## src/rtl/my_soc_pkg.sv

```systemverilog
// Shared constants and types for the UART SoC core: banner bytes, UART FSM
// state encoding and bit-timing helpers.
package my_soc_pkg;

  localparam int BANNER_LEN = 4;
  localparam int DATA_BITS  = 8;

  typedef enum logic [1:0] {
    IDLE  = 2'd0,
    START = 2'd1,
    DATA  = 2'd2,
    STOP  = 2'd3
  } uart_state_e;

  // Cycles from the start-bit edge to its middle; data bits are then sampled
  // one full bit period apart, which keeps every sample at mid-bit.
  function automatic int half_bit(input int clks);
    return clks / 2;
  endfunction

  // Boot banner "OK\r\n", sent in index order.
  function automatic logic [7:0] banner_byte(input logic [2:0] idx);
    case (idx)
      3'd0:    return 8'h4F;
      3'd1:    return 8'h4B;
      3'd2:    return 8'h0D;
      default: return 8'h0A;
    endcase
  endfunction

endpackage

```

## src/rtl/my_soc_uart_rx.sv

```systemverilog
// UART 8N1 receiver: 2-flop synchronizer, mid-bit sampling FSM.
// rx_valid and frame_err are single-cycle pulses; rx_byte holds the last
// assembled byte and is valid while rx_valid is high.
module my_soc_uart_rx
  import my_soc_pkg::*;
#(
  parameter int CLKS_PER_BIT = 868
) (
  input  logic       clk,
  input  logic       reset,
  input  logic       rx_in,
  output logic [7:0] rx_byte,
  output logic       rx_valid,
  output logic       frame_err
);

  localparam int            CW        = $clog2(CLKS_PER_BIT);
  localparam logic [CW-1:0] LAST      = CW'(CLKS_PER_BIT - 1);
  localparam logic [CW-1:0] HALF_LAST = CW'(half_bit(CLKS_PER_BIT) - 1);

  logic [1:0]    sync;
  logic          rx_s;
  uart_state_e   state, state_nx;
  logic [CW-1:0] cnt, cnt_nx;
  logic [2:0]    bit_idx, bit_idx_nx;
  logic [7:0]    shreg, shreg_nx;
  logic          err_wait, err_wait_nx;
  logic          valid_nx, ferr_nx;

  assign rx_s    = sync[1];
  assign rx_byte = shreg;

  // Synchronizer; resets to the idle line level so no false start follows reset.
  always_ff @(posedge clk) begin
    if (reset) sync <= 2'b11;
    else       sync <= {sync[0], rx_in};
  end

  // RX state register.
  always_ff @(posedge clk) begin
    if (reset) begin
      state     <= IDLE;
      cnt       <= '0;
      bit_idx   <= '0;
      shreg     <= '0;
      err_wait  <= 1'b0;
      rx_valid  <= 1'b0;
      frame_err <= 1'b0;
    end else begin
      state     <= state_nx;
      cnt       <= cnt_nx;
      bit_idx   <= bit_idx_nx;
      shreg     <= shreg_nx;
      err_wait  <= err_wait_nx;
      rx_valid  <= valid_nx;
      frame_err <= ferr_nx;
    end
  end

  // RX next state: validate start at mid-bit, shift data LSB first, check stop.
  always_comb begin
    state_nx    = state;
    cnt_nx      = cnt;
    bit_idx_nx  = bit_idx;
    shreg_nx    = shreg;
    err_wait_nx = err_wait;
    valid_nx    = 1'b0;
    ferr_nx     = 1'b0;
    case (state)
      IDLE: begin
        if (!rx_s) begin
          state_nx = START;
          cnt_nx   = '0;
        end
      end
      START: begin
        if (cnt == HALF_LAST) begin
          cnt_nx = '0;
          if (rx_s) begin
            state_nx = IDLE;          // glitch, not a real start bit
          end else begin
            state_nx   = DATA;
            bit_idx_nx = '0;
          end
        end else begin
          cnt_nx = cnt + 1'b1;
        end
      end
      DATA: begin
        if (cnt == LAST) begin
          cnt_nx   = '0;
          shreg_nx = {rx_s, shreg[7:1]};
          if (bit_idx == 3'(DATA_BITS - 1)) state_nx = STOP;
          else                              bit_idx_nx = bit_idx + 1'b1;
        end else begin
          cnt_nx = cnt + 1'b1;
        end
      end
      STOP: begin
        if (err_wait) begin
          // Bad stop bit: hold off until the line idles so the low tail
          // is not mistaken for a new start bit.
          if (rx_s) begin
            state_nx    = IDLE;
            err_wait_nx = 1'b0;
          end
        end else if (cnt == LAST) begin
          cnt_nx = '0;
          if (rx_s) begin
            valid_nx = 1'b1;
            state_nx = IDLE;
          end else begin
            ferr_nx     = 1'b1;
            err_wait_nx = 1'b1;
          end
        end else begin
          cnt_nx = cnt + 1'b1;
        end
      end
      default: state_nx = IDLE;
    endcase
  end

endmodule

```

## src/rtl/my_soc_core.sv

```systemverilog
// Minimal SoC core: sends the "OK\r\n" banner after reset, then echoes every
// correctly framed received byte through a small RX->TX FIFO.
module my_soc_core
  import my_soc_pkg::*;
#(
  parameter int CLKS_PER_BIT = 868,
  parameter int FIFO_DEPTH   = 4
) (
  input  logic clk,
  input  logic reset,
  input  logic uart_rx,
  output logic uart_tx,
  output logic boot_done,
  output logic rx_frame_err,
  output logic rx_overflow
);

  localparam int            CW   = $clog2(CLKS_PER_BIT);
  localparam logic [CW-1:0] LAST = CW'(CLKS_PER_BIT - 1);
  localparam int            AW   = (FIFO_DEPTH > 1) ? $clog2(FIFO_DEPTH) : 1;
  localparam int            CNTW = AW + 1;
  localparam int            BIW  = $clog2(BANNER_LEN + 1);

  // ---------------- receiver ----------------
  logic [7:0] rx_byte;
  logic       rx_valid;
  logic       rx_ferr_pulse;

  my_soc_uart_rx #(.CLKS_PER_BIT(CLKS_PER_BIT)) u_rx (
    .clk       (clk),
    .reset     (reset),
    .rx_in     (uart_rx),
    .rx_byte   (rx_byte),
    .rx_valid  (rx_valid),
    .frame_err (rx_ferr_pulse)
  );

  // ---------------- echo FIFO ----------------
  logic [FIFO_DEPTH-1:0][7:0] mem;
  logic [AW-1:0]              wr_ptr, rd_ptr;
  logic [CNTW-1:0]            count;
  logic                       full, push, pop, ovf_set;

  assign full    = (count == CNTW'(FIFO_DEPTH));
  // A pop in the same cycle frees a slot, so a full FIFO still accepts.
  assign push    = rx_valid && (!full || pop);
  assign ovf_set = rx_valid && full && !pop;

  function automatic logic [AW-1:0] ptr_inc(input logic [AW-1:0] p);
    return (p == AW'(FIFO_DEPTH - 1)) ? '0 : p + 1'b1;
  endfunction

  // FIFO storage; contents are don't-care until written.
  always_ff @(posedge clk) begin
    if (push) mem[wr_ptr] <= rx_byte;
  end

  // FIFO pointers, occupancy and sticky RX status flags.
  always_ff @(posedge clk) begin
    if (reset) begin
      wr_ptr       <= '0;
      rd_ptr       <= '0;
      count        <= '0;
      rx_overflow  <= 1'b0;
      rx_frame_err <= 1'b0;
    end else begin
      if (push) wr_ptr <= ptr_inc(wr_ptr);
      if (pop)  rd_ptr <= ptr_inc(rd_ptr);
      case ({push, pop})
        2'b10:   count <= count + 1'b1;
        2'b01:   count <= count - 1'b1;
        default: count <= count;
      endcase
      if (ovf_set)       rx_overflow  <= 1'b1;
      if (rx_ferr_pulse) rx_frame_err <= 1'b1;
    end
  end

  // ---------------- transmitter + banner sequencer ----------------
  uart_state_e   tx_state, tx_state_nx;
  logic [CW-1:0] tx_cnt, tx_cnt_nx;
  logic [2:0]    tx_bit, tx_bit_nx;
  logic [7:0]    tx_sh, tx_sh_nx;
  logic          tx_out_nx;
  logic [BIW-1:0] banner_idx, banner_idx_nx;
  logic          boot_nx;
  logic          banner_pend, fifo_pend, pend, take;
  logic [7:0]    next_byte;

  // Banner has absolute priority; the FIFO is only served once booted.
  assign banner_pend = !boot_done && (banner_idx < BIW'(BANNER_LEN));
  assign fifo_pend   = boot_done && (count != '0);
  assign pend        = banner_pend || fifo_pend;
  assign next_byte   = banner_pend ? banner_byte(3'(banner_idx)) : mem[rd_ptr];

  // TX state register; uart_tx is registered so it is glitch-free at the pad.
  always_ff @(posedge clk) begin
    if (reset) begin
      tx_state   <= IDLE;
      tx_cnt     <= '0;
      tx_bit     <= '0;
      tx_sh      <= '0;
      uart_tx    <= 1'b1;
      banner_idx <= '0;
      boot_done  <= 1'b0;
    end else begin
      tx_state   <= tx_state_nx;
      tx_cnt     <= tx_cnt_nx;
      tx_bit     <= tx_bit_nx;
      tx_sh      <= tx_sh_nx;
      uart_tx    <= tx_out_nx;
      banner_idx <= banner_idx_nx;
      boot_done  <= boot_nx;
    end
  end

  // TX next state: frame serialiser; a pending byte is taken from IDLE or
  // straight out of the stop bit so consecutive frames have no idle gap.
  always_comb begin
    tx_state_nx   = tx_state;
    tx_cnt_nx     = tx_cnt;
    tx_bit_nx     = tx_bit;
    tx_sh_nx      = tx_sh;
    tx_out_nx     = uart_tx;
    banner_idx_nx = banner_idx;
    boot_nx       = boot_done;
    pop           = 1'b0;
    take          = 1'b0;
    case (tx_state)
      IDLE: begin
        tx_out_nx = 1'b1;
        take      = pend;
      end
      START: begin
        if (tx_cnt == LAST) begin
          tx_cnt_nx   = '0;
          tx_bit_nx   = '0;
          tx_out_nx   = tx_sh[0];
          tx_state_nx = DATA;
        end else begin
          tx_cnt_nx = tx_cnt + 1'b1;
        end
      end
      DATA: begin
        if (tx_cnt == LAST) begin
          tx_cnt_nx = '0;
          if (tx_bit == 3'(DATA_BITS - 1)) begin
            tx_out_nx   = 1'b1;
            tx_state_nx = STOP;
          end else begin
            tx_bit_nx = tx_bit + 1'b1;
            tx_sh_nx  = {1'b1, tx_sh[7:1]};
            tx_out_nx = tx_sh[1];
          end
        end else begin
          tx_cnt_nx = tx_cnt + 1'b1;
        end
      end
      STOP: begin
        if (tx_cnt == LAST) begin
          tx_cnt_nx = '0;
          // Last banner byte finished: boot is complete from this edge on.
          if (!boot_done && !banner_pend) boot_nx = 1'b1;
          take = pend;
          if (!pend) begin
            tx_state_nx = IDLE;
            tx_out_nx   = 1'b1;
          end
        end else begin
          tx_cnt_nx = tx_cnt + 1'b1;
        end
      end
      default: tx_state_nx = IDLE;
    endcase
    if (take) begin
      tx_state_nx = START;
      tx_cnt_nx   = '0;
      tx_out_nx   = 1'b0;
      tx_sh_nx    = next_byte;
      if (banner_pend) banner_idx_nx = banner_idx + 1'b1;
      else             pop = 1'b1;
    end
  end

endmodule

```

## config.mk

```make
export PLATFORM = sky130hd
export DESIGN_NAME = my_soc_core
export DESIGN_NICKNAME = d
export VERILOG_FILES = /design/src/rtl/my_soc_pkg.sv /design/src/rtl/my_soc_uart_rx.sv /design/src/rtl/my_soc_core.sv
export SDC_FILE = /design/constraint.sdc
export NUM_CORES = 1
export LEC_CHECK = 0
export BUFFER_PORTS_ARGS = -buffer_cell sky130_fd_sc_hd__buf_2
export CORE_MARGIN = 2
export CORE_UTILIZATION = 35
export CTS_CLUSTER_SIZE = 12
export DETAILED_ROUTE_END_ITERATION = 10
export SYNTH_ARGS = -nofsm -noshare
export SYNTH_HDL_FRONTEND = slang
export SYNTH_SLANG_ARGS = --single-unit
```

## constraint.sdc

```tcl
create_clock -name clk -period 3.4 [get_ports clk]
set_clock_uncertainty 0.15 [all_clocks]
set_input_delay 0.34 -clock clk [delete_from_list [all_inputs] [get_ports clk]]
set_output_delay 0.34 -clock clk [all_outputs]
set_load 0.05 [all_outputs]
```

## Word level (Yosys, flattened, before mapping)

Index checks and enable logic that the tools add are counted.

- Logic and storage cells: 177
- Memories kept: 0
- Bits in latches: 0
- Flip-flop bits (word level): 97
- Bits in writable memories: 0
- Bits in read-only memories: 0
- Output and inout bits: 4

- Magnitude comparators: 4
- Muxes and demuxes: 60
- Equality and inequality tests: 38
- Shift-type cells: 0
- Bitwise gates (word level): 2
- Reduce and logical (&&, ||, !) cells: 39
- Divide/modulo/power cells: 0
- Add/subtract/negate cells: 9
- Multiply operators: 0

Operators with widths:

| operator | count |
|---|---|
| 8-bit two-way mux | 7 |
| 10-bit two-way mux | 5 |
| 10-bit case mux with 4 select lines | 1 |
| 32-bit bitwise mux | 1 |
| 2-bit two-way mux | 15 |
| 2-bit inequality test (second input constant) | 11 |
| 3-bit two-way mux | 7 |
| 7-bit case mux with 3 select lines | 1 |
| 10-bit by 1-bit adder with 10-bit output (second input constant) | 2 |
| 10-bit equality test (second input constant) | 2 |
| 3-bit case mux with 2 select lines | 3 |
| 8-bit binary-select mux with 2-bit select | 1 |
| 8-bit demux with 2-bit select | 1 |
| 3-bit inequality test (second input constant) | 5 |
| 2-bit equality test (second input constant) | 7 |
| 1-bit two-way mux | 14 |
| 3-bit by 1-bit adder with 3-bit output (second input constant) | 4 |
| 6-bit AND reduction | 2 |
| 10-bit by 9-bit equality test with 1-bit output (second input constant) | 1 |
| 5-bit AND reduction | 2 |
| 2-bit nonzero test | 5 |
| 3-bit equality test (second input constant) | 3 |
| 2-bit case mux with 4 select lines | 1 |
| 4-bit AND reduction | 2 |
| 26 further kinds | 49 |

## Depth between registers and ports, before layout

Gate-level depths: netlist (run 1).

- Word-level depth: 10
- Mapped depth: 14
- Gate-level depth less buffers: 13

## Hierarchy

From an unflattened synthesis (run 1), not the netlist that was laid out.

- Cells, all modules: 423
- Area, all modules: 4593.2 um^2

Modules (own cells, without submodules):

| module | instances | area each (um^2) | sequential area each (um^2) | cells each |
|---|---|---|---|---|
| my_soc_core | 1 | 3303.2 | 1701.6 | 282 |
| my_soc_uart_rx | 1 | 1290.0 | 560.5 | 141 |

## Least setup slack after synthesis (run 1)

OpenSTA, ideal clock, no wires.

- Path type: flip-flop to flip-flop
- Start: register boot_done
- End: register count[2]
- Cell stages (with the launch flop): 10
- Data arrival time: 2.786 ns
- Period minus slack after synthesis: 3.007 ns
- Setup slack: 0.393 ns
- Cells stage by stage: dfxtp_1 > nor2b_1 > or3_1 > nor3_1 > ha_1 > inv_1 > fa_1 > xor2_1 > or3_1 > a21oi_1

- Word-level cells in the longest chain between the ends: 10
- Elaborated cells between the ends (all ways): 14
- Those cells by class: eq/ne (2); mux (5); reduce/logical (7)

Ends and longest elaborated chain:

| what | line | text |
|---|---|---|
| start, declared | my_soc_core.sv:13 | `output logic boot_done,` |
| start signal, assigned | my_soc_core.sv:113 | `boot_done <= boot_nx;` |
| 1-bit zero test | my_soc_core.sv:91 | `assign banner_pend = !boot_done && (banner_idx < BIW'(BANNER_LEN));` |
| 1-bit logical AND | my_soc_core.sv:91 |  |
| 1-bit logical OR | my_soc_core.sv:93 | `assign pend = banner_pend \|\| fifo_pend;` |
| 1-bit two-way mux | my_soc_core.sv:160 | `if (tx_cnt == LAST) begin` |
| 1-bit case mux with 2 select lines | my_soc_core.sv:129 | `case (tx_state)` |
| 1-bit two-way mux * | my_soc_core.sv:175 | `if (take) begin` |
| net pop | my_soc_core.sv:42 | `logic full, push, pop, ovf_set;` |
| 1-bit logical OR | my_soc_core.sv:46 | `assign push = rx_valid && (!full \|\| pop);` |
| 1-bit logical AND | my_soc_core.sv:46 |  |
| 2-bit by 1-bit equality test with 1-bit output or 2-bit equality test (tied branches) | my_soc_core.sv:69 | `case ({push, pop})` |
| 3-bit case mux with 2 select lines or 2-bit nonzero test (tied branches) | n/a |  |
| end signal, assigned | my_soc_core.sv:70 | `2'b10: count <= count + 1'b1;` |
| end signal, assigned | my_soc_core.sv:71 | `2'b01: count <= count - 1'b1;` |
| end signal, assigned | my_soc_core.sv:72 | `default: count <= count;` |
| end, declared | my_soc_core.sv:41 | `logic [CNTW-1:0] count;` |

Mark *: on every way through the listed nets, which the timed path passes. The rest lies on a longest branch.
A chain may end at the register's enable or synchronous reset.

## Worst setup path in the final report (run 1)

- Start: register tx_state[1]
- End: register count[2]

- Word-level cells in the longest chain between the ends: 7
- Elaborated cells between the ends (all ways): 10
- Those cells by class: eq/ne (3); mux (3); reduce/logical (4)

Ends and longest elaborated chain:

| what | line | text |
|---|---|---|
| start, declared | my_soc_core.sv:80 | `uart_state_e tx_state, tx_state_nx;` |
| start signal, assigned | my_soc_core.sv:107 | `tx_state <= tx_state_nx;` |
| 2-bit equality test or 2-bit zero test (tied branches) | my_soc_core.sv:129 |  |
| 1-bit case mux with 2 select lines * | my_soc_core.sv:129 |  |
| 1-bit two-way mux * | my_soc_core.sv:175 |  |
| net pop | my_soc_core.sv:42 |  |
| 1-bit logical OR | my_soc_core.sv:46 |  |
| 1-bit logical AND | my_soc_core.sv:46 |  |
| 2-bit by 1-bit equality test with 1-bit output or 2-bit equality test (tied branches) | my_soc_core.sv:69 |  |
| 3-bit case mux with 2 select lines or 2-bit nonzero test (tied branches) | n/a |  |

Marks and branches as above.

==> reports/qor.csv, run 1 <==
metric,value,unit
run_status,"finished, final reports clean",
grt_pass1_wl,14600,um
criticalPathCategory,reg -> reg,
chipHeight,119,um
postCtsResizedCells,0,
yosysSeqAreaShare,0.487,
rr_startpoint,tx_state[1]$_SDFFE_PP0P_,
yosys_warnings,0,
synth_top_area_frac,0.280,
hp-start,uart_rx,
cts-root-buf,clkbuf_16,
synthesis.area,0.00465,sq mm
h-tree-depth,3,
slew_headroom,0.399,
cp_slowest_cell,or3_1,
max-cap-violations,0,
worst-endpoint-arrival,3.13,ns
place.gp.congestion,0.831,
num-fill-cells,1234,
hp-class,in -> reg,
async_flop_share,0,
cp-startpoint,tx_state[1]$_SDFFE_PP0P_,
synthTopCellsByArea,"dfxtp_1 (28%), edfxtp_1 (21%), ha_1 (5.9%)",
reg2reg_depth,10,
end_kind,register,
crit_path_start_kind,register,
holdBufCountCts,0,
max_freq,331,MHz
cts_max_path_buffers,2,
clk_pin_slew,0.07,ns
first_pass_iters,4,
p_per_area,591,mW/mm^2
cts_inserted_buffers,9,
fin_crit,3.02,ns
r2r_setup_slack,0.38,ns
cts_sinks,97,
yosysTopAreaCell,dfxtp_1,
nets,463,
hold_violations,0,
leakage,1.73,nW
wl,8820,um
worst-slew-pin-transition,0.893,ns
slew_viol_final,0,
vias,3135,
worstPathCellList,"inv_1, ha_1, or3_1, nor3_1, ha_1, inv_1, fa_1, xor2_1, or3_1, a21oi_1",
grt_pass1_vias,3021,
placedCellCount,602,
clk_latency,0.34,ns
required,3.51,ns
postCtsSetupBuffers,0,
start_util,0.355,
io_buffers,6,
finalSetupViolations,0,
drive_gt1_frac,0.113,
rr_endpoint,count[2]$_SDFFE_PP0P_,
synth.distinct_cells,62,
grt_usage,0.128,
finalNonFillerCells,618,
synth-main-ff-cell,dfxtp_1,
viasPerCell,5.07,
crit_end,count[2]$_SDFFE_PP0P_,
setup-tns-final,0,ns
diodes,0,
drc,0,
fp.dieW,119,um
syn_area_per_cell,10.6,sq um
dp_hpwl,5980,um
synth-edff-count,32,
post_drt_wl_per_cell,14.3,um
drtIter0Drc,148,
rows,42,
cpPeakStageDelay,0.45,ns
synth.net_count,463,
syn_inst,437,
die_area,0.0142,sq mm
crit_fanout,5,
drt.antenna.violating_nets,0,
area_growth,10.1,%
grt_max_degree,55,
overflow,0,
peakVddDrop,302,uV
antenna_found_initial,0,
io-pin-count,7,
core-area,0.0131,sq mm
finalCritPeriodShare,0.887,
cts_tree,yes,
rsz0062_at_grt,no,
ys_ff_latch,97,
[cells in the mapped netlist, drive strengths merged (5+ instances only)]
master / instances
dfxtp: 65
nand2b: 8
or3: 7
or2: 6
a21oi: 22
nor4: 7
a31oi: 7
clkbuf: 13
nor2b: 5
edfxtp: 32
and3: 6
inv: 17
ha: 22
a211oi: 10
mux4: 8
nand2: 26
nor3: 9
a311oi: 7
nand3: 11
mux2i: 21
xor2: 8
nor2: 48
buf: 8
o21ai: 13
and2: 10
[routing by layer]
layer	vias to the layer above	wire length [um]	part of all wire	GRT usage
li1	1594	-	-	-
met1	1504	4260	0.48	0.165
met2	30	4250	0.48	0.205
met3	7	212	0.024	0.0268
met4	0	93	0.011	0.0565
met5	-	0	0	0
[power by group]
| part | switching (mW) | internal [mW] |
|---|---|---|
| clock network | 0.422 | 0.566 |
| registers | 0.0613 | 1.27 |
| logic | 0.431 | 0.273 |
| total | 0.914 | 2.11 |
[metrics by stage]
step / worst slack [ns] / util / power, mW / hold WS, ns / cell area (sq um)
finish: 0.383 / 0.391 / 3.02 / 0.0338 / 5110
global route: 0.161 / 0.391 / 3.19 / 0.0338 / 5110
CTS: 0.373 / 0.391 / 3.05 / 0.0192 / 5110
detailed placement: 0.390 / 0.369 / 2.05 / 0.247 / 4830
global placement: 0.471 / 0.369 / 2.03 / 0.245 / 4830
floorplan: 0.393 / - / 1.91 / 0.239 / 4650
[area by class of cell]
cell class / count / area (sq um) / share of cell area
clock inverter: 6 / 60.1 / 0.0117
inverter: 17 / 63.8 / 0.0125
timing repair buffer: 10 / 60.1 / 0.0117
sequential: 97 / 2260 / 0.442
tap: 176 / 220 / 0.0431
multi-input combinational: 302 / 2220 / 0.434
clock buffer: 10 / 229 / 0.0448
[cell families after synthesis]
logic type               count (synthesis)  share of synthesized area
buffers and inverters                   38                     0.0355
AND/OR/NAND/NOR                        161                      0.188
adder cells (fa/ha/maj)                 23                     0.0635
XOR/XNOR                                12                     0.0226
flip-flops                              97                      0.487
multiplexers                            31                     0.0897
AO/OA/AOI/OAI                           75                      0.114
[worst min-delay path by stage]
stage,slack (ns),endpoint,depth (start not counted)
floorplan,0.24,u_rx.sync[1]$_SDFF_PP1_,1
global placement,0.25,u_rx.sync[1]$_SDFF_PP1_,1
detailed placement,0.25,u_rx.sync[1]$_SDFF_PP1_,1
CTS,0.02,u_rx.sync[0]$_SDFF_PP1_,2
global route,0.03,u_rx.sync[0]$_SDFF_PP1_,2
finish,0.03,u_rx.sync[0]$_SDFF_PP1_,2
[flip-flops by register name, indices dropped and copies added (netlist names), named ones only]
register,flops
rx_frame_err,1
mem,32
rd_ptr,2
u_rx.cnt,10
u_rx.rx_valid,1
u_rx.sync,2
tx_cnt,10
u_rx.state,1
u_rx.frame_err,1
rx_overflow,1
tx_sh,8
u_rx.rx_byte,8
u_rx.bit_idx,3
tx_state,2
uart_tx,1
u_rx.err_wait,1
tx_bit,3
banner_idx,3
boot_done,1
wr_ptr,2
count,3
[placed cells by master, fill, tap and decap left out, drive strengths merged, types with 11 or more instances in the layout]
cell type  synthesis  final
dfxtp             65     65
nor2              48     48
edfxtp            32     32
nand2             26     26
ha                22     22
a21oi             22     22
mux2i             21     21
inv               17     17
o21ai             13     13
nand3             11     11
[worst max-delay path, delay by kind of cell (launching register included)]
| family | cells | cell delay, ns |
|---|---|---|
| and+or+nand+nor | 3 | 1.02 |
| buffers and inverters | 2 | 0.15 |
| adders and majority gates | 3 | 0.91 |
| AOI/OAI and AO/OA | 1 | 0.14 |
| xor gates and xnor gates | 1 | 0.16 |
| DFF | 1 | 0.41 |
(Power assumes the default switching activity.)
==> run 2: changes to the inputs <==
- CORE_UTILIZATION: 35 -> 60
- PLACE_DENSITY: unset -> 0.76
==> run 2 against run 1 <==
Combinational power fell by 0.6%. Hold slack gained 0.24 ns. Setup slack worse by 0.079 ns. Maximum frequency decreased by 2.6%. Core utilization rose by 26 points. Sequential share of layout area grew 1.4 points. Register-to-register slack worse by 0.08 ns. Die area decreased by 40%. Count of clock-buffer cells in the layout fell by 1. Cell area down 3.0%. Total power down 6.4%.
==> reports/qor.csv, run 2 (synthesis gave the netlist of run 1 again) <==
metric,value,unit,change
run_status,"finished, final reports clean",,unchanged
die_area,0.00846,sq mm,was 0.0142 sq mm
end_kind,register,,unchanged
cts_inserted_buffers,9,,unchanged
num-fill-cells,609,,was 1234
seqCellArea,0.00226,sq mm,unchanged
rows,32,,was 42
hold_violations,0,,unchanged
cp_top_family,simple AND/OR/NAND/NOR gates,,unchanged
drtIter0Drc,143,,was 148
clk_pin_slew,0.12,ns,was 0.07 ns
final_common_cell,dfxtp_1,,unchanged
max_freq,323,MHz,was 331 MHz
crit_fanout,5,,unchanged
cts_max_path_buffers,2,,unchanged
worst-slew-pin-transition,0.869,ns,was 0.893 ns
crit_path_start_kind,register,,unchanged
leakage,1.70,nW,was 1.73 nW
crit_buf_inv,2,,unchanged
drive_gt1_frac,0.113,,unchanged
rsz0062_at_grt,no,,unchanged
cpPeakStageDelay,0.47,ns,was 0.45 ns
cts-root-buf,clkbuf_8,,was clkbuf_16
largestRegisters,"mem x32, tx_cnt x10, u_rx.cnt x10",,unchanged
diodes,0,,unchanged
setup-tns-final,0,ns,unchanged
postCtsSetupBuffers,0,,unchanged
nets,463,,unchanged
vias,3184,,was 3135
start_util,0.611,,was 0.355
post_drt_wl_per_cell,15.4,um,was 14.3 um
max-cap-violations,0,,unchanged
dp_hpwl,5700,um,was 5980 um
worst-endpoint-arrival,3.25,ns,was 3.13 ns
h-tree-depth,3,,unchanged
cts_tree,yes,,unchanged
peakVddDrop,354,uV,was 302 uV
cp_slowest_cell,or3_1,,unchanged
largest_reg_flops,32,,unchanged
finalSetupViolations,0,,unchanged
area_growth,6.76,%,was 10.1%
p_per_area,570,mW/mm^2,was 591 mW/mm^2
grt_usage,0.217,,was 0.128
worstPathCellList,"inv_1, ha_1, or3_1, nor3_1, ha_1, inv_1, fa_1, xor2_1, or3_1, a21oi_1",,unchanged
slew_viol_final,0,,unchanged
drc,0,,unchanged
criticalPathCategory,reg -> reg,,unchanged
clk_latency,0.38,ns,was 0.34 ns
registers.top_by_ff_count,mem,,unchanged
final_cell_mix,"dfxtp_1 (65), nor2_1 (47), edfxtp_1 (32)",,unchanged
fp.dieW,92.0,um,was 119 um
wl,8370,um,was 8820 um
grt_max_degree,32,,was 55
grt_pass1_vias,3013,,was 3021
multiInputGateArea,0.00222,sq mm,unchanged
required,3.56,ns,was 3.51 ns
viasPerCell,5.85,,was 5.07
io-pin-count,7,,unchanged
finalCritPeriodShare,0.911,,was 0.887
overflow,0,,unchanged
place.gp.congestion,0.820,,was 0.831
antenna_found_initial,0,,unchanged
core-area,0.00761,sq mm,was 0.0131 sq mm
cts_sinks,97,,unchanged
hold_ws,0.277,ns,was 0.0338 ns
fin_crit,3.10,ns,was 3.02 ns
slew_headroom,0.418,,was 0.399
drt.antenna.violating_nets,0,,unchanged
chipHeight,92.0,um,was 119 um
first_pass_iters,4,,unchanged
io_buffers,6,,unchanged
grt_pass1_wl,14600,um,about the same
hp-class,reg -> reg,,was in -> reg
## run 2: cell count changes in the layout (fill, tap and decap cells not counted), sizes merged
cell and change:
buf -1, bufinv -1, clkbuf -1, clkinvlp -2, dlygate4sd3 +1, inv +4
## run 2: layout make-up
class / count / share of cell area
clock buffer: 9 / 0.0250
inverter: 17 / 0.0129
multi-input combinational: 302 / 0.447
clock inverter: 7 / 0.0204
sequential: 97 / 0.456
tap: 102 / 0.0257
timing repair buffer: 10 / 0.0126
## run 2: where the power goes
part | internal [mW] | leakage (nW) | total (mW) | switching [mW]
Clock | 0.312 | 0.111 | 0.800 | 0.488
Combinational | 0.266 | 0.766 | 0.700 | 0.435
Sequential | 1.27 | 0.824 | 1.33 | 0.0615
## run 2: layer usage
| layer | GRT usage | vias up | part of all wire |
|---|---|---|---|
| li1 | - | 1594 | - |
| met1 | 0.289 | 1538 | 0.47 |
| met2 | 0.350 | 41 | 0.48 |
| met3 | 0.0534 | 11 | 0.032 |
| met4 | 0.0721 | 0 | 0.018 |
| met5 | 0 | - | 0 |
## run 2: path summary, 6_finish.rpt
check | from | to | slack [ns] | depth (start not counted)
setup / recovery | tx_state[1]$_SDFFE_PP0P_ | count[2]$_SDFFE_PP0P_ | 0.30 | 10
setup reg to reg | tx_state[1]$_SDFFE_PP0P_ | count[2]$_SDFFE_PP0P_ | 0.30 | 10
hold / removal | u_rx.sync[0]$_SDFF_PP1_ | u_rx.sync[1]$_SDFF_PP1_ | 0.28 | 1
hold reg to reg | u_rx.sync[0]$_SDFF_PP1_ | u_rx.sync[1]$_SDFF_PP1_ | 0.28 | 1
## run 2: worst register-to-register path, cell delays in order (launching register included)
cell and delay (ns):
dfxtp_1 0.42, inv_1 0.09, ha_1 0.32, or3_1 0.47, nor3_1 0.29, ha_1 0.25
inv_1 0.06, fa_1 0.37, xor2_1 0.16, or3_1 0.31, a21oi_1 0.15
## run 2: stage by stage
step / setup WS (ns) / total power, mW / std cells / cell area [sq um] / util
2_1_floorplan: 0.393 / 1.91 / 437 / 4650 / -
3_3_place_gp: 0.484 / 2.01 / 527 / 4730 / 0.621
3_5_place_dp: 0.328 / 2.04 / 527 / 4730 / 0.621
4_1_cts: 0.301 / 2.85 / 544 / 4960 / 0.652
5_1_grt: 0.0880 / 2.99 / 544 / 4960 / 0.652
6_report: 0.304 / 2.83 / 544 / 4960 / 0.652
## run 2: repair_timing
item	in CTS	in global routing
hold buffers	1	0
gates resized for setup	0	0
hold endpoints to repair	1	0
==> run 3: changes to the inputs <==
- REMOVE_ABC_BUFFERS: unset -> 1
- SYNTH_HIERARCHICAL: unset -> 1
==> run 3 against run 2 <==
Hold slack got worse by 0.0027 ns. Sequential power about the same. Flip-flop and latch count unchanged. Critical path depth unchanged. Synthesized area decreased by 1.2%.
==> reports/qor.csv, run 3 <==
metric,value,unit,change
run_status,"finished, final reports clean",,unchanged
crit_fanout,6,,was 5
clk_latency,0.36,ns,was 0.38 ns
core-area,0.00733,sq mm,was 0.00761 sq mm
h-tree-depth,3,,unchanged
leakage,1.79,nW,was 1.70 nW
synth.distinct_cells,69,,was 62
peakVddDrop,326,uV,was 354 uV
die_area,0.00837,sq mm,was 0.00846 sq mm
worst_slack,0.280,ns,was 0.304 ns
yosysMostFrequentCell,dfxtp_1,,unchanged
synth_compound_area_frac,0.108,,was 0.114
max_freq,321,MHz,was 323 MHz
drive_gt1_frac,0.142,,was 0.113
placedCellCount,520,,was 527
synthMuxAreaShare,0.0828,,was 0.0897
slew_viol_final,0,,unchanged
synth-edff-count,32,,unchanged
worst-slew-pin-transition,0.839,ns,was 0.869 ns
clk_pin_slew,0.10,ns,was 0.12 ns
cts-root-buf,clkbuf_8,,unchanged
area_growth,7.65,%,was 6.76%
syn_area_per_cell,10.9,sq um,was 10.6 sq um
multiInputGateArea,0.00219,sq mm,was 0.00222 sq mm
finalCritPeriodShare,0.918,,was 0.911
end_kind,register,,unchanged
synth_top_area_frac,0.283,,was 0.280
syn_inst,423,,was 437
crit_path_start_kind,register,,unchanged
cts_max_path_buffers,2,,unchanged
synthTopCellsByArea,"dfxtp_1 (28%), edfxtp_1 (21%), ha_1 (6.0%)",,"was dfxtp_1 (28%), edfxtp_1 (21%), ha_1 (5.9%)"
cts_sinks,97,,unchanged
required,3.53,ns,was 3.56 ns
yosysTopAreaCell,dfxtp_1,,unchanged
vias,3090,,was 3184
r2r_setup_slack,0.28,ns,was 0.30 ns
io-pin-count,7,,unchanged
criticalPathCategory,reg -> reg,,unchanged
final_cell_mix,"dfxtp_1 (65), nor2_1 (62), edfxtp_1 (32)",,"was dfxtp_1 (65), nor2_1 (47), edfxtp_1 (32)"
diodes,0,,unchanged
synth-main-ff-cell,dfxtp_1,,unchanged
place.gp.congestion,0.833,,was 0.820
nets,459,,was 463
power_switching_share,0.333,,was 0.348
seqPwrFrac,0.451,,was 0.470
hold_ws,0.275,ns,was 0.277 ns
registers.top_by_ff_count,mem,,unchanged
synth_xor_xnor_area_share,0.0362,,was 0.0226
slew_headroom,0.433,,was 0.418
hp-class,reg -> reg,,unchanged
largestRegisters,"mem x32, tx_cnt x10, u_rx/cnt x10",,"was mem x32, tx_cnt x10, u_rx.cnt x10"
rows,31,,was 32
overflow,0,,unchanged
p_per_area,595,mW/mm^2,was 570 mW/mm^2
combPwrFrac,0.288,,was 0.248
fp.dieW,91.5,um,was 92.0 um
fin_crit,3.12,ns,was 3.10 ns
start_util,0.627,,was 0.611
rsz0062_at_grt,no,,unchanged
post_drt_wl_per_cell,15.4,um,about the same
yosys_warnings,6,,was 0
post-place-ws,0.283,ns,was 0.328 ns
drtIter0Drc,114,,was 143
grt_max_degree,33,,was 32
first_pass_iters,4,,unchanged
yosysSeqAreaShare,0.493,,was 0.487
num-fill-cells,574,,was 609
seqCellArea,0.00226,sq mm,unchanged
max-cap-violations,0,,unchanged
p_clk_frac,0.261,,was 0.283
drc,0,,unchanged
cts_tree,yes,,unchanged
ys_ff_latch,97,,unchanged
grt_pass1_wl,14100,um,was 14600 um
final_common_cell,dfxtp_1,,unchanged
p_sw,979,uW,was 984 uW
synth_top_family_by_area,simple AND/OR/NAND/NOR gates,,unchanged
finalNonFillerCells,537,,was 544
dp_hpwl,5760,um,was 5700 um
synthAdderAreaFrac,0.0643,,was 0.0635
antenna_found_initial,0,,unchanged
finalSetupViolations,0,,unchanged
setup-tns-final,0,ns,unchanged
io_buffers,6,,unchanged
synthesis.area,0.00459,sq mm,was 0.00465 sq mm
cts_inserted_buffers,9,,unchanged
chipHeight,91.5,um,was 92.0 um
power.internal,1.96,mW,was 1.84 mW
grt_pass1_vias,2959,,was 3013
worst-endpoint-arrival,3.25,ns,about the same
async_flop_share,0,,unchanged
wl,8260,um,was 8370 um
synth_common_cells,"dfxtp_1 (65), nor2_1 (62), edfxtp_1 (32)",,"was dfxtp_1 (65), nor2_1 (47), edfxtp_1 (32)"
grt_usage,0.211,,was 0.217
p_total,2.94,mW,was 2.83 mW
viasPerCell,5.75,,was 5.85
hold_violations,0,,unchanged
synth_simple_gate_area_frac,0.184,,was 0.188
largest_reg_flops,32,,unchanged
drt.antenna.violating_nets,0,,unchanged
## run 3: changes by cell type after synthesis, sizes merged, moves of 3 or more
cell,before,now
nand2b,8,5
o21ai,13,10
xor2,8,13
inv,17,20
and4bb,0,3
nor4,7,3
a21oi,22,17
nand2,26,17
a311oi,7,2
mux2i,21,17
nor2,48,62
or2,6,3
clkbuf,13,8
## run 3: worst max-delay path, stage by stage, from the launching register on
cell and delay [ns]:
dfxtp_1 0.44, inv_1 0.10, ha_1 0.36, or3_1 0.44
nor3_1 0.29, ha_1 0.25, inv_1 0.06, fa_1 0.37
xor2_1 0.15, or3_1 0.30, a21oi_1 0.14
## run 3: timing repair
action,4_1_cts,5_1_grt
setup buffers,0,0
resized for setup,0,2
hold buffers,1,0
endpoints found under the hold margin,1,0
setup endpoints to repair,0,2
## run 3: area by class of cell
class / instances / share of cell area
sequential: 97 / 0.457
multi-input combinational: 292 / 0.444
clock buffer: 9 / 0.0251
tap: 99 / 0.0251
timing repair buffer: 13 / 0.0172
clock inverter: 7 / 0.0162
inverter: 20 / 0.0152
## run 3: metal layers
layer  share of wire  vias to the layer above  GRT usage
met5               0                        -          0
met4          0.0082                        0     0.0543
met3           0.027                        7     0.0539
met2            0.50                       37      0.362
met1            0.47                     1487      0.267
li1                -                     1559          -
## run 3: per-stage QoR
stage / util / cell area [sq um]
after CTS: 0.672 / 4930
after detailed placement: 0.643 / 4720
after global placement: 0.643 / 4720
final: 0.675 / 4940
after global routing: 0.675 / 4940
after floorplan: - / 4520
## run 3: final timing paths
kind                            startpoint                      end  depth (start not counted)
setup / recovery  tx_state[1]$_SDFFE_PP0P_    count[2]$_SDFFE_PP0P_                         10
hold / removal     u_rx/sync[0]$_SDFF_PP1_  u_rx/sync[1]$_SDFF_PP1_                          1
setup reg to reg  tx_state[1]$_SDFFE_PP0P_    count[2]$_SDFFE_PP0P_                         10
hold reg to reg    u_rx/sync[0]$_SDFF_PP1_  u_rx/sync[1]$_SDFF_PP1_                          1
## run 3: logic make-up (layout without fill, tap and decap cells)
family                   Yosys count  after routing
multiplexers                      27             27
flip-flops                        97             97
adder cells (fa/ha/maj)           23             23
AO/OA/AOI/OAI                     67             67
buffers and inverters             34             49
AND/OR/NAND/NOR                  156            156
XOR/XNOR                          19             19
## run 3: power groups by stage
stage          registers [mW]  logic [mW]  clock network, mW
2_1_floorplan            1.35       0.628                  0
3_3_place_gp             1.35       0.811                  0
3_5_place_dp             1.35       0.833                  0
4_1_cts                  1.33       0.844              0.792
5_1_grt                  1.34       0.949              0.833
6_report                 1.33       0.846              0.769
